--- src/rtl/hci_core_outstanding_tracker_pkg.sv ---
// Shared constants for the HCI outstanding-request tracker slice.
// - HCI_MAX_OUTSTANDING_DEFAULT : default in-flight request cap
// - HCI_* widths                : field widths of the hci_core_intf bundle
// - ptr_width()                 : pointer width for a circular buffer of a given depth
package hci_core_outstanding_tracker_pkg;

   localparam int HCI_MAX_OUTSTANDING_DEFAULT = 4;

   localparam int HCI_DW      = 32;
   localparam int HCI_AW      = 32;
   localparam int HCI_BW      = HCI_DW / 8;
   localparam int HCI_UW      = 2;
   localparam int HCI_OW      = 1;
   localparam int HCI_BOFFS_W = 2;

   // A depth-1 buffer still needs a 1-bit pointer to keep the vectors legal.
   function automatic int ptr_width(input int depth);
      return (depth > 1) ? $clog2(depth) : 1;
   endfunction

endpackage

--- src/rtl/hci_core_intf.sv ---
// HCI core request/response bundle.
// - master modport : initiator side (drives req, payload, lrdy; receives gnt, response)
// - slave modport  : target side (receives req, payload, lrdy; drives gnt, response)
interface hci_core_intf;

   logic                                                  req;
   logic                                                  gnt;
   logic [hci_core_outstanding_tracker_pkg::HCI_AW-1:0]      add;
   logic [hci_core_outstanding_tracker_pkg::HCI_DW-1:0]      data;
   logic [hci_core_outstanding_tracker_pkg::HCI_BW-1:0]      be;
   logic                                                  we_n;
   logic [hci_core_outstanding_tracker_pkg::HCI_BOFFS_W-1:0] boffs;
   logic [hci_core_outstanding_tracker_pkg::HCI_UW-1:0]      user;
   logic [hci_core_outstanding_tracker_pkg::HCI_DW-1:0]      r_data;
   logic                                                  r_valid;
   logic [hci_core_outstanding_tracker_pkg::HCI_OW-1:0]      r_opc;
   logic [hci_core_outstanding_tracker_pkg::HCI_UW-1:0]      r_user;
   logic                                                  lrdy;

   modport master (
      output req, add, data, be, we_n, boffs, user, lrdy,
      input  gnt, r_data, r_valid, r_opc, r_user
   );

   modport slave (
      input  req, add, data, be, we_n, boffs, user, lrdy,
      output gnt, r_data, r_valid, r_opc, r_user
   );

endinterface

--- src/rtl/hci_core_outstanding_tag_fifo.sv ---
// In-order 1-bit tag FIFO holding we_n of every granted request.
// - push_i/push_data_i : store a tag at the write pointer (ignored when full)
// - pop_i              : retire the head tag (ignored when empty)
// - flush_i            : synchronous reset of pointers and count
// - head_o             : tag at the read pointer; registered storage, no fall-through
// - count_o/full_o/empty_o : occupancy status
module hci_core_outstanding_tag_fifo
   import hci_core_outstanding_tracker_pkg::*;
#(
   parameter int DEPTH = HCI_MAX_OUTSTANDING_DEFAULT,
   parameter int CNT_W = $clog2(DEPTH + 1)
) (
   input  logic             clk_i,
   input  logic             rst_ni,
   input  logic             flush_i,
   input  logic             push_i,
   input  logic             push_data_i,
   input  logic             pop_i,
   output logic             head_o,
   output logic [CNT_W-1:0] count_o,
   output logic             full_o,
   output logic             empty_o
);

   localparam int              PTR_W = ptr_width(DEPTH);
   localparam logic [PTR_W-1:0] LAST  = PTR_W'(DEPTH - 1);

   logic [DEPTH-1:0] r_mem;
   logic [PTR_W-1:0] r_wr_ptr;
   logic [PTR_W-1:0] r_rd_ptr;
   logic [CNT_W-1:0] r_count;
   logic             w_push;
   logic             w_pop;

   function automatic logic [PTR_W-1:0] next_ptr(input logic [PTR_W-1:0] p);
      return (p == LAST) ? '0 : p + 1'b1;
   endfunction

   assign full_o  = (r_count == CNT_W'(DEPTH));
   assign empty_o = (r_count == '0);
   assign w_push  = push_i & ~full_o;
   assign w_pop   = pop_i & ~empty_o;
   assign head_o  = r_mem[r_rd_ptr];
   assign count_o = r_count;

   always_ff @(posedge clk_i or negedge rst_ni) begin
      if (!rst_ni) begin
         r_mem    <= '0;
         r_wr_ptr <= '0;
         r_rd_ptr <= '0;
         r_count  <= '0;
      end else if (flush_i) begin
         r_wr_ptr <= '0;
         r_rd_ptr <= '0;
         r_count  <= '0;
      end else begin
         if (w_push) begin
            r_mem[r_wr_ptr] <= push_data_i;
            r_wr_ptr        <= next_ptr(r_wr_ptr);
         end
         if (w_pop) begin
            r_rd_ptr <= next_ptr(r_rd_ptr);
         end
         if (w_push && !w_pop) begin
            r_count <= r_count + 1'b1;
         end else if (w_pop && !w_push) begin
            r_count <= r_count - 1'b1;
         end
      end
   end

endmodule

--- src/rtl/hci_core_outstanding_tracker.sv ---
// Outstanding-request tracker between the HCI r_valid filter and the TCDM
// interconnect. Caps in-flight requests and, optionally, suppresses r_valid
// of write responses using an in-order we_n tag FIFO.
// - clk_i, rst_ni          : clock, async active-low reset
// - clear_i                : synchronous flush of tracker state (wins over push/pop)
// - enable_i               : 0 = transparent pass-through with state frozen
// - tcdm_slave             : toward the accelerator-side filter
// - tcdm_master            : toward the interconnect
// - outstanding_o          : granted requests still awaiting a response
// - full_o                 : outstanding_o == MAX_OUTSTANDING
// - err_o                  : sticky, response seen with nothing outstanding
module hci_core_outstanding_tracker
   import hci_core_outstanding_tracker_pkg::*;
#(
   parameter int MAX_OUTSTANDING = HCI_MAX_OUTSTANDING_DEFAULT,
   parameter bit FILTER_WRITES   = 1'b1,
   parameter int CNT_W           = $clog2(MAX_OUTSTANDING + 1)
) (
   input  logic             clk_i,
   input  logic             rst_ni,
   input  logic             clear_i,
   input  logic             enable_i,
   hci_core_intf.slave      tcdm_slave,
   hci_core_intf.master     tcdm_master,
   output logic [CNT_W-1:0] outstanding_o,
   output logic             full_o,
   output logic             err_o
);

   logic w_full;
   logic w_empty;
   logic w_fifo_head;
   logic w_head_we_n;
   logic w_resp;
   logic w_push;
   logic w_pop;
   logic w_empty_pop;
   logic r_err;

   assign tcdm_master.add    = tcdm_slave.add;
   assign tcdm_master.data   = tcdm_slave.data;
   assign tcdm_master.be     = tcdm_slave.be;
   assign tcdm_master.we_n   = tcdm_slave.we_n;
   assign tcdm_master.boffs  = tcdm_slave.boffs;
   assign tcdm_master.user   = tcdm_slave.user;
   assign tcdm_master.lrdy   = tcdm_slave.lrdy;
   assign tcdm_slave.r_data  = tcdm_master.r_data;
   assign tcdm_slave.r_opc   = tcdm_master.r_opc;
   assign tcdm_slave.r_user  = tcdm_master.r_user;

   // The head tag is only meaningful with something outstanding; an empty
   // FIFO reports a write tag so nothing can leak through the filter.
   assign w_head_we_n = ~w_empty & w_fifo_head;
   assign w_resp      = tcdm_master.r_valid & tcdm_slave.lrdy;
   // Grant toward the slave is master.gnt gated by full, so a full tracker
   // cannot push even if the interconnect grants; refill waits a cycle.
   assign w_push      = enable_i & tcdm_slave.req & tcdm_master.gnt & ~w_full;
   assign w_pop       = enable_i & w_resp & ~w_empty;
   assign w_empty_pop = enable_i & w_resp & w_empty;

   always_comb begin
      tcdm_master.req    = tcdm_slave.req;
      tcdm_slave.gnt     = tcdm_master.gnt;
      tcdm_slave.r_valid = tcdm_master.r_valid;
      if (enable_i) begin
         tcdm_master.req    = tcdm_slave.req & ~w_full;
         tcdm_slave.gnt     = tcdm_master.gnt & ~w_full;
         tcdm_slave.r_valid = ~w_empty & tcdm_master.r_valid &
                              (FILTER_WRITES ? w_head_we_n : 1'b1);
      end
   end

   // Pop retires the registered head before the same-cycle push lands, so a
   // simultaneous response always consumes the older tag.
   hci_core_outstanding_tag_fifo #(
      .DEPTH (MAX_OUTSTANDING),
      .CNT_W (CNT_W)
   ) u_tag_fifo (
      .clk_i       (clk_i),
      .rst_ni      (rst_ni),
      .flush_i     (clear_i),
      .push_i      (w_push),
      .push_data_i (tcdm_slave.we_n),
      .pop_i       (w_pop),
      .head_o      (w_fifo_head),
      .count_o     (outstanding_o),
      .full_o      (w_full),
      .empty_o     (w_empty)
   );

   always_ff @(posedge clk_i or negedge rst_ni) begin
      if (!rst_ni) begin
         r_err <= 1'b0;
      end else if (clear_i) begin
         r_err <= 1'b0;
      end else if (w_empty_pop) begin
         r_err <= 1'b1;
      end
   end

   assign full_o = w_full;
   assign err_o  = r_err;

endmodule
--- src/flat_wrapper.sv ---
// flat-port wrapper written by rule: the top's interface ports become plain ports
module hci_core_outstanding_tracker_flat import hci_core_outstanding_tracker_pkg::*;
#(
   parameter int MAX_OUTSTANDING = HCI_MAX_OUTSTANDING_DEFAULT,
   parameter bit FILTER_WRITES   = 1'b1,
   parameter int CNT_W           = $clog2(MAX_OUTSTANDING + 1)
)
  (clk_i, rst_ni, clear_i, enable_i, outstanding_o, full_o, err_o, tcdm_slave_req, tcdm_slave_add, tcdm_slave_data, tcdm_slave_be, tcdm_slave_we_n, tcdm_slave_boffs, tcdm_slave_user, tcdm_slave_lrdy, tcdm_slave_gnt, tcdm_slave_r_data, tcdm_slave_r_valid, tcdm_slave_r_opc, tcdm_slave_r_user, tcdm_master_req, tcdm_master_add, tcdm_master_data, tcdm_master_be, tcdm_master_we_n, tcdm_master_boffs, tcdm_master_user, tcdm_master_lrdy, tcdm_master_gnt, tcdm_master_r_data, tcdm_master_r_valid, tcdm_master_r_opc, tcdm_master_r_user);
  hci_core_intf tcdm_slave_i ();
  hci_core_intf tcdm_master_i ();
  input  logic clk_i;
  input  logic rst_ni;
  input  logic clear_i;
  input  logic enable_i;
  output logic [CNT_W-1:0] outstanding_o;
  output logic full_o;
  output logic err_o;
  input wire logic [$bits(tcdm_slave_i.req)-1:0] tcdm_slave_req;
  input wire logic [$bits(tcdm_slave_i.add)-1:0] tcdm_slave_add;
  input wire logic [$bits(tcdm_slave_i.data)-1:0] tcdm_slave_data;
  input wire logic [$bits(tcdm_slave_i.be)-1:0] tcdm_slave_be;
  input wire logic [$bits(tcdm_slave_i.we_n)-1:0] tcdm_slave_we_n;
  input wire logic [$bits(tcdm_slave_i.boffs)-1:0] tcdm_slave_boffs;
  input wire logic [$bits(tcdm_slave_i.user)-1:0] tcdm_slave_user;
  input wire logic [$bits(tcdm_slave_i.lrdy)-1:0] tcdm_slave_lrdy;
  output wire logic [$bits(tcdm_slave_i.gnt)-1:0] tcdm_slave_gnt;
  output wire logic [$bits(tcdm_slave_i.r_data)-1:0] tcdm_slave_r_data;
  output wire logic [$bits(tcdm_slave_i.r_valid)-1:0] tcdm_slave_r_valid;
  output wire logic [$bits(tcdm_slave_i.r_opc)-1:0] tcdm_slave_r_opc;
  output wire logic [$bits(tcdm_slave_i.r_user)-1:0] tcdm_slave_r_user;
  output wire logic [$bits(tcdm_master_i.req)-1:0] tcdm_master_req;
  output wire logic [$bits(tcdm_master_i.add)-1:0] tcdm_master_add;
  output wire logic [$bits(tcdm_master_i.data)-1:0] tcdm_master_data;
  output wire logic [$bits(tcdm_master_i.be)-1:0] tcdm_master_be;
  output wire logic [$bits(tcdm_master_i.we_n)-1:0] tcdm_master_we_n;
  output wire logic [$bits(tcdm_master_i.boffs)-1:0] tcdm_master_boffs;
  output wire logic [$bits(tcdm_master_i.user)-1:0] tcdm_master_user;
  output wire logic [$bits(tcdm_master_i.lrdy)-1:0] tcdm_master_lrdy;
  input wire logic [$bits(tcdm_master_i.gnt)-1:0] tcdm_master_gnt;
  input wire logic [$bits(tcdm_master_i.r_data)-1:0] tcdm_master_r_data;
  input wire logic [$bits(tcdm_master_i.r_valid)-1:0] tcdm_master_r_valid;
  input wire logic [$bits(tcdm_master_i.r_opc)-1:0] tcdm_master_r_opc;
  input wire logic [$bits(tcdm_master_i.r_user)-1:0] tcdm_master_r_user;
  assign tcdm_slave_i.req = tcdm_slave_req;
  assign tcdm_slave_i.add = tcdm_slave_add;
  assign tcdm_slave_i.data = tcdm_slave_data;
  assign tcdm_slave_i.be = tcdm_slave_be;
  assign tcdm_slave_i.we_n = tcdm_slave_we_n;
  assign tcdm_slave_i.boffs = tcdm_slave_boffs;
  assign tcdm_slave_i.user = tcdm_slave_user;
  assign tcdm_slave_i.lrdy = tcdm_slave_lrdy;
  assign tcdm_slave_gnt = tcdm_slave_i.gnt;
  assign tcdm_slave_r_data = tcdm_slave_i.r_data;
  assign tcdm_slave_r_valid = tcdm_slave_i.r_valid;
  assign tcdm_slave_r_opc = tcdm_slave_i.r_opc;
  assign tcdm_slave_r_user = tcdm_slave_i.r_user;
  assign tcdm_master_req = tcdm_master_i.req;
  assign tcdm_master_add = tcdm_master_i.add;
  assign tcdm_master_data = tcdm_master_i.data;
  assign tcdm_master_be = tcdm_master_i.be;
  assign tcdm_master_we_n = tcdm_master_i.we_n;
  assign tcdm_master_boffs = tcdm_master_i.boffs;
  assign tcdm_master_user = tcdm_master_i.user;
  assign tcdm_master_lrdy = tcdm_master_i.lrdy;
  assign tcdm_master_i.gnt = tcdm_master_gnt;
  assign tcdm_master_i.r_data = tcdm_master_r_data;
  assign tcdm_master_i.r_valid = tcdm_master_r_valid;
  assign tcdm_master_i.r_opc = tcdm_master_r_opc;
  assign tcdm_master_i.r_user = tcdm_master_r_user;
  hci_core_outstanding_tracker #(.MAX_OUTSTANDING(MAX_OUTSTANDING), .FILTER_WRITES(FILTER_WRITES), .CNT_W(CNT_W)) u_core (.clk_i(clk_i), .rst_ni(rst_ni), .clear_i(clear_i), .enable_i(enable_i), .tcdm_slave(tcdm_slave_i), .tcdm_master(tcdm_master_i), .outstanding_o(outstanding_o), .full_o(full_o), .err_o(err_o));
endmodule
--- config.mk ---
export PLATFORM = sky130hd
export DESIGN_NAME = hci_core_outstanding_tracker_flat
export DESIGN_NICKNAME = d
export VERILOG_FILES = /design/src/rtl/hci_core_outstanding_tracker_pkg.sv /design/src/rtl/hci_core_intf.sv /design/src/rtl/hci_core_outstanding_tag_fifo.sv /design/src/rtl/hci_core_outstanding_tracker.sv /design/src/flat_wrapper.sv
export SDC_FILE = /design/constraint.sdc
export NUM_CORES = 1
export LEC_CHECK = 0
export ABC_AREA = 1
export BUFFER_PORTS_ARGS = -buffer_cell sky130_fd_sc_hd__buf_2
export CAP_MARGIN = 20
export CORE_MARGIN = 10
export CORE_UTILIZATION = 28
export CTS_BUF_LIST = sky130_fd_sc_hd__clkbuf_2 sky130_fd_sc_hd__clkbuf_4 sky130_fd_sc_hd__clkbuf_8
export DETAILED_ROUTE_END_ITERATION = 6
export GPL_ROUTABILITY_DRIVEN = 0
export PLACE_DENSITY = 0.91
export SLEW_MARGIN = 10
export SYNTH_ARGS = -nofsm -noshare
export SYNTH_HDL_FRONTEND = slang
export SYNTH_HIERARCHICAL = 1
export SYNTH_SLANG_ARGS = --single-unit
--- constraint.sdc ---
create_clock -name clk_i -period 2 [get_ports clk_i]
set_input_delay 0.3 -clock clk_i [delete_from_list [all_inputs] [get_ports clk_i]]
set_output_delay 0.3 -clock clk_i [all_outputs]
set_load 0.05 [all_outputs]
==> impl_metrics.toml <==
[clocking]
htree_levels = 1
cts.clk_slew.worst_paths_ns = 0.05
cts.sink_count = 12
cts_buffers = 3
cts.path.max_buffers = 2
clkLatencyLatePin_ns = 0.25
cts_tree = "built"
root_buffer = "clkbuf_8"

[floorplan]
die_x_um = 95.36
dieArea_um2 = 9094
start_util = 0.2888
num_rows = 27
ioPinCount = 233
die_y_um = 95.36
core_um2 = 5507

[yosys]
synthesis.area_um2 = 1590
netlist.area_leader.share = 0.5146
ys_top_cells_by_area = "buf_4 51%, dfrtp_1 19%, nand2_1 5.0%"
syn_inst = 206
synth_warnings = 6
synth.largest_area_cell = "buf_4"
synth_seq_cells = 12
yosysSeqAreaShare = 0.1888
synth_nets = 328
synth_cell_types = 22
syn_avg_cell_area_um2 = 7.720

[placement]
io_buffers = 18
dp_hpwl_mm = 2.228
placedCellCount = 187

[worst_setup_path]
crit_fanout = 6
cp_common_cell = "nand2_4"
worst_ep_required_time_ns = 2.14
worstSetupPathType = "reg -> reg"
crit_slowest_cell = "dfrtp_2"
start_kind = "register"
arrival_ns = 2.08
cp-end-kind = "register"
cpPeakStageDelay_ns = 0.43
worstPathCellList = "nor2_4, nand2_4, clkinvlp_4, nor2_4, nand2_4, inv_2, nand2_4, inv_2, fa_2, xnor2_2, inv_1, nand2_1, nand3_1, nand2_1"

[global_routing]
grt-ovfl-total = 0
grtUsageTotal = 0.06309
grt_start_max_net_pins = 13
first_global_vias = 847
grt_pass1_wl_mm = 4.312
antenna_found_initial = 0

[cells_and_area]
fin_cells = 197
drive_gt1_frac = 0.4000
num_antenna_cells = 0
nets = 248
syn_to_final_growth_pct = -30.84

[timing]
worst_slew_pin_slew_ns = 0.2726
skew_ns = 0.002716
finalCritPeriodShare = 0.9726
slew_viol_final = 0
whs_ns = 0.3171
timing_hold_violations_final = 0
slew_headroom = 0.8183
min_period_ns = 1.945
setup_viol = 0
fmaxAchievable_ghz = 0.5141

[power]
powerDensity_nw_per_um2 = 1040
finalPower_mw = 1.144
leakagePower_nw = 0.5263
ir_worst_vdd_v = 0.0002259

[drt]
firstDrtPassIters = 5
wl_per_cell_um = 14.44
ant_nets = 0
via_count = 841
drt-vias-per-instance = 4.269
drc = 0
drtIter0Drc = 75
routed_wirelength_mm = 2.844

[min_path]
min_path_type = "in -> reg"

[run]
maxCapViolCount = 0

[status]
status = "finished, final reports clean"
==> area by class of cell <==
type	instances	area, µm²
timing repair buffer	24	137.6
inverter	16	63.81
tap	72	90.09
clock buffer	4	55.05
sequential	12	304.0
fill	591	4407
multi-input combinational	69	449.2
==> sequential cells by signal, indices dropped and copies added, names as in the netlist <==
register and count:
u_core/err_o 1, u_core/u_tag_fifo/count_o 3, u_core/u_tag_fifo/r_mem 4, u_core/u_tag_fifo/r_rd_ptr 2, u_core/u_tag_fifo/r_wr_ptr 2
==> cells in the mapped netlist <==
cell type,n
a21boi_0,3
a21oi_1,1
a21oi_2,1
buf_4,109
dfrtp_1,12
fa_1,1
ha_1,5
inv_1,12
inv_2,4
nand2_1,21
nand2_2,2
nand2_4,2
nand3_1,5
nand3_2,1
nand4_1,4
nor2_1,9
nor2_4,1
o21ai_0,2
o21ai_1,8
o21ai_2,1
o22ai_1,1
xnor2_1,1
==> cell families after synthesis <==
family          count (synthesis)  share of synthesized area
flops                          12                     0.1888
simple gates                   45                     0.1377
xor+xnor                        1                   0.005508
buf+inv                       125                     0.5523
fa+ha+maj                       6                    0.05193
compound gates                 17                    0.06373
==> layout by cell type, fill, tap and decap left out <==
| cell | count |
|---|---|
| ha_1 | 5 |
| inv_1 | 11 |
| clkinvlp_4 | 1 |
| o21ai_1 | 8 |
| nor2_4 | 3 |
| clkbuf_8 | 4 |
| nand3_2 | 1 |
| nor2_2 | 2 |
| nor2_1 | 5 |
| nand2_1 | 20 |
| dfrtp_2 | 3 |
| inv_2 | 4 |
| buf_4 | 5 |
| o21ai_2 | 1 |
| fa_2 | 1 |
| dlygate4sd3_1 | 1 |
| xnor2_2 | 1 |
| a21oi_1 | 1 |
| nand3_1 | 5 |
| o22ai_1 | 1 |
| o21ai_0 | 2 |
| nand2_2 | 2 |
| buf_2 | 18 |
| nand2_4 | 3 |
| dfrtp_1 | 9 |
| a21oi_2 | 1 |
| nand4_1 | 4 |
| a21boi_1 | 3 |
==> critical path, delay by kind of cell (launching register included) <==
| family | cells | cell delay, ns |
|---|---|---|
| XOR/XNOR | 1 | 0.15 |
| buffers and inverters | 4 | 0.29 |
| adder cells (fa/ha/maj) | 1 | 0.34 |
| flip-flops | 1 | 0.43 |
| AND/OR/NAND/NOR | 8 | 0.63 |
==> path summary, 6_finish.rpt <==
kind,startpoint,end,slack [ns],cells after the start
setup / recovery,u_core/u_tag_fifo/count_o[1]$_DFFE_PN0P_,u_core/u_tag_fifo/count_o[2]$_DFFE_PN0P_,0.05,14
hold / removal,clear_i,u_core/err_o$_DFFE_PN0P_,0.32,2
setup reg to reg,u_core/u_tag_fifo/count_o[1]$_DFFE_PN0P_,u_core/u_tag_fifo/count_o[2]$_DFFE_PN0P_,0.05,14
hold reg to reg,u_core/u_tag_fifo/r_mem[1]$_DFFE_PN0P_,u_core/u_tag_fifo/r_mem[1]$_DFFE_PN0P_,0.48,2
max in group asynchronous,rst_ni,u_core/u_tag_fifo/count_o[1]$_DFFE_PN0P_,1.26,2
min in group asynchronous,rst_ni,u_core/u_tag_fifo/r_mem[1]$_DFFE_PN0P_,0.50,2
==> routing by layer <==
metal / share of wire / track usage / vias to the layer above
met5: 0 / 0 / -
met4: 0.11 / 0.08479 / 0
li1: - / - / 371
met2: 0.40 / 0.07898 / 41
met1: 0.34 / 0.05460 / 382
met3: 0.16 / 0.05106 / 47
==> per-stage QoR <==
step | TNS, ns | cell area, µm² | utilization | setup WS, ns
after floorplan | -0.5926 | 1620 | - | -0.1755
after global placement | 0 | 982.2 | 0.1784 | 0.1339
after detailed placement | 0 | 982.2 | 0.1784 | 0.05571
after CTS | 0 | 1047 | 0.1902 | 0.01322
after global routing | -0.02636 | 1100 | 0.1997 | -0.02636
final | 0 | 1100 | 0.1997 | 0.05478
==> report_power, final <==
group	switching [mW]	internal, mW	leakage, nW
sequential	0.0591	0.288	0.158
clock	0.0928	0.174	0.0288
combinational	0.347	0.183	0.340
total	0.499	0.644	0.526
==> what timing repair did <==
| action | 4_1_cts | 5_1_grt |
|---|---|---|
| hold buffers | 1 | 0 |
| buffers inserted | 0 | 5 |
| gates resized for setup | 0 | 4 |
| endpoints found under the hold margin | 12 | 0 |
| endpoints found under the setup margin | 0 | 2 |
No activity file was read; power rests on OpenSTA's default activity.
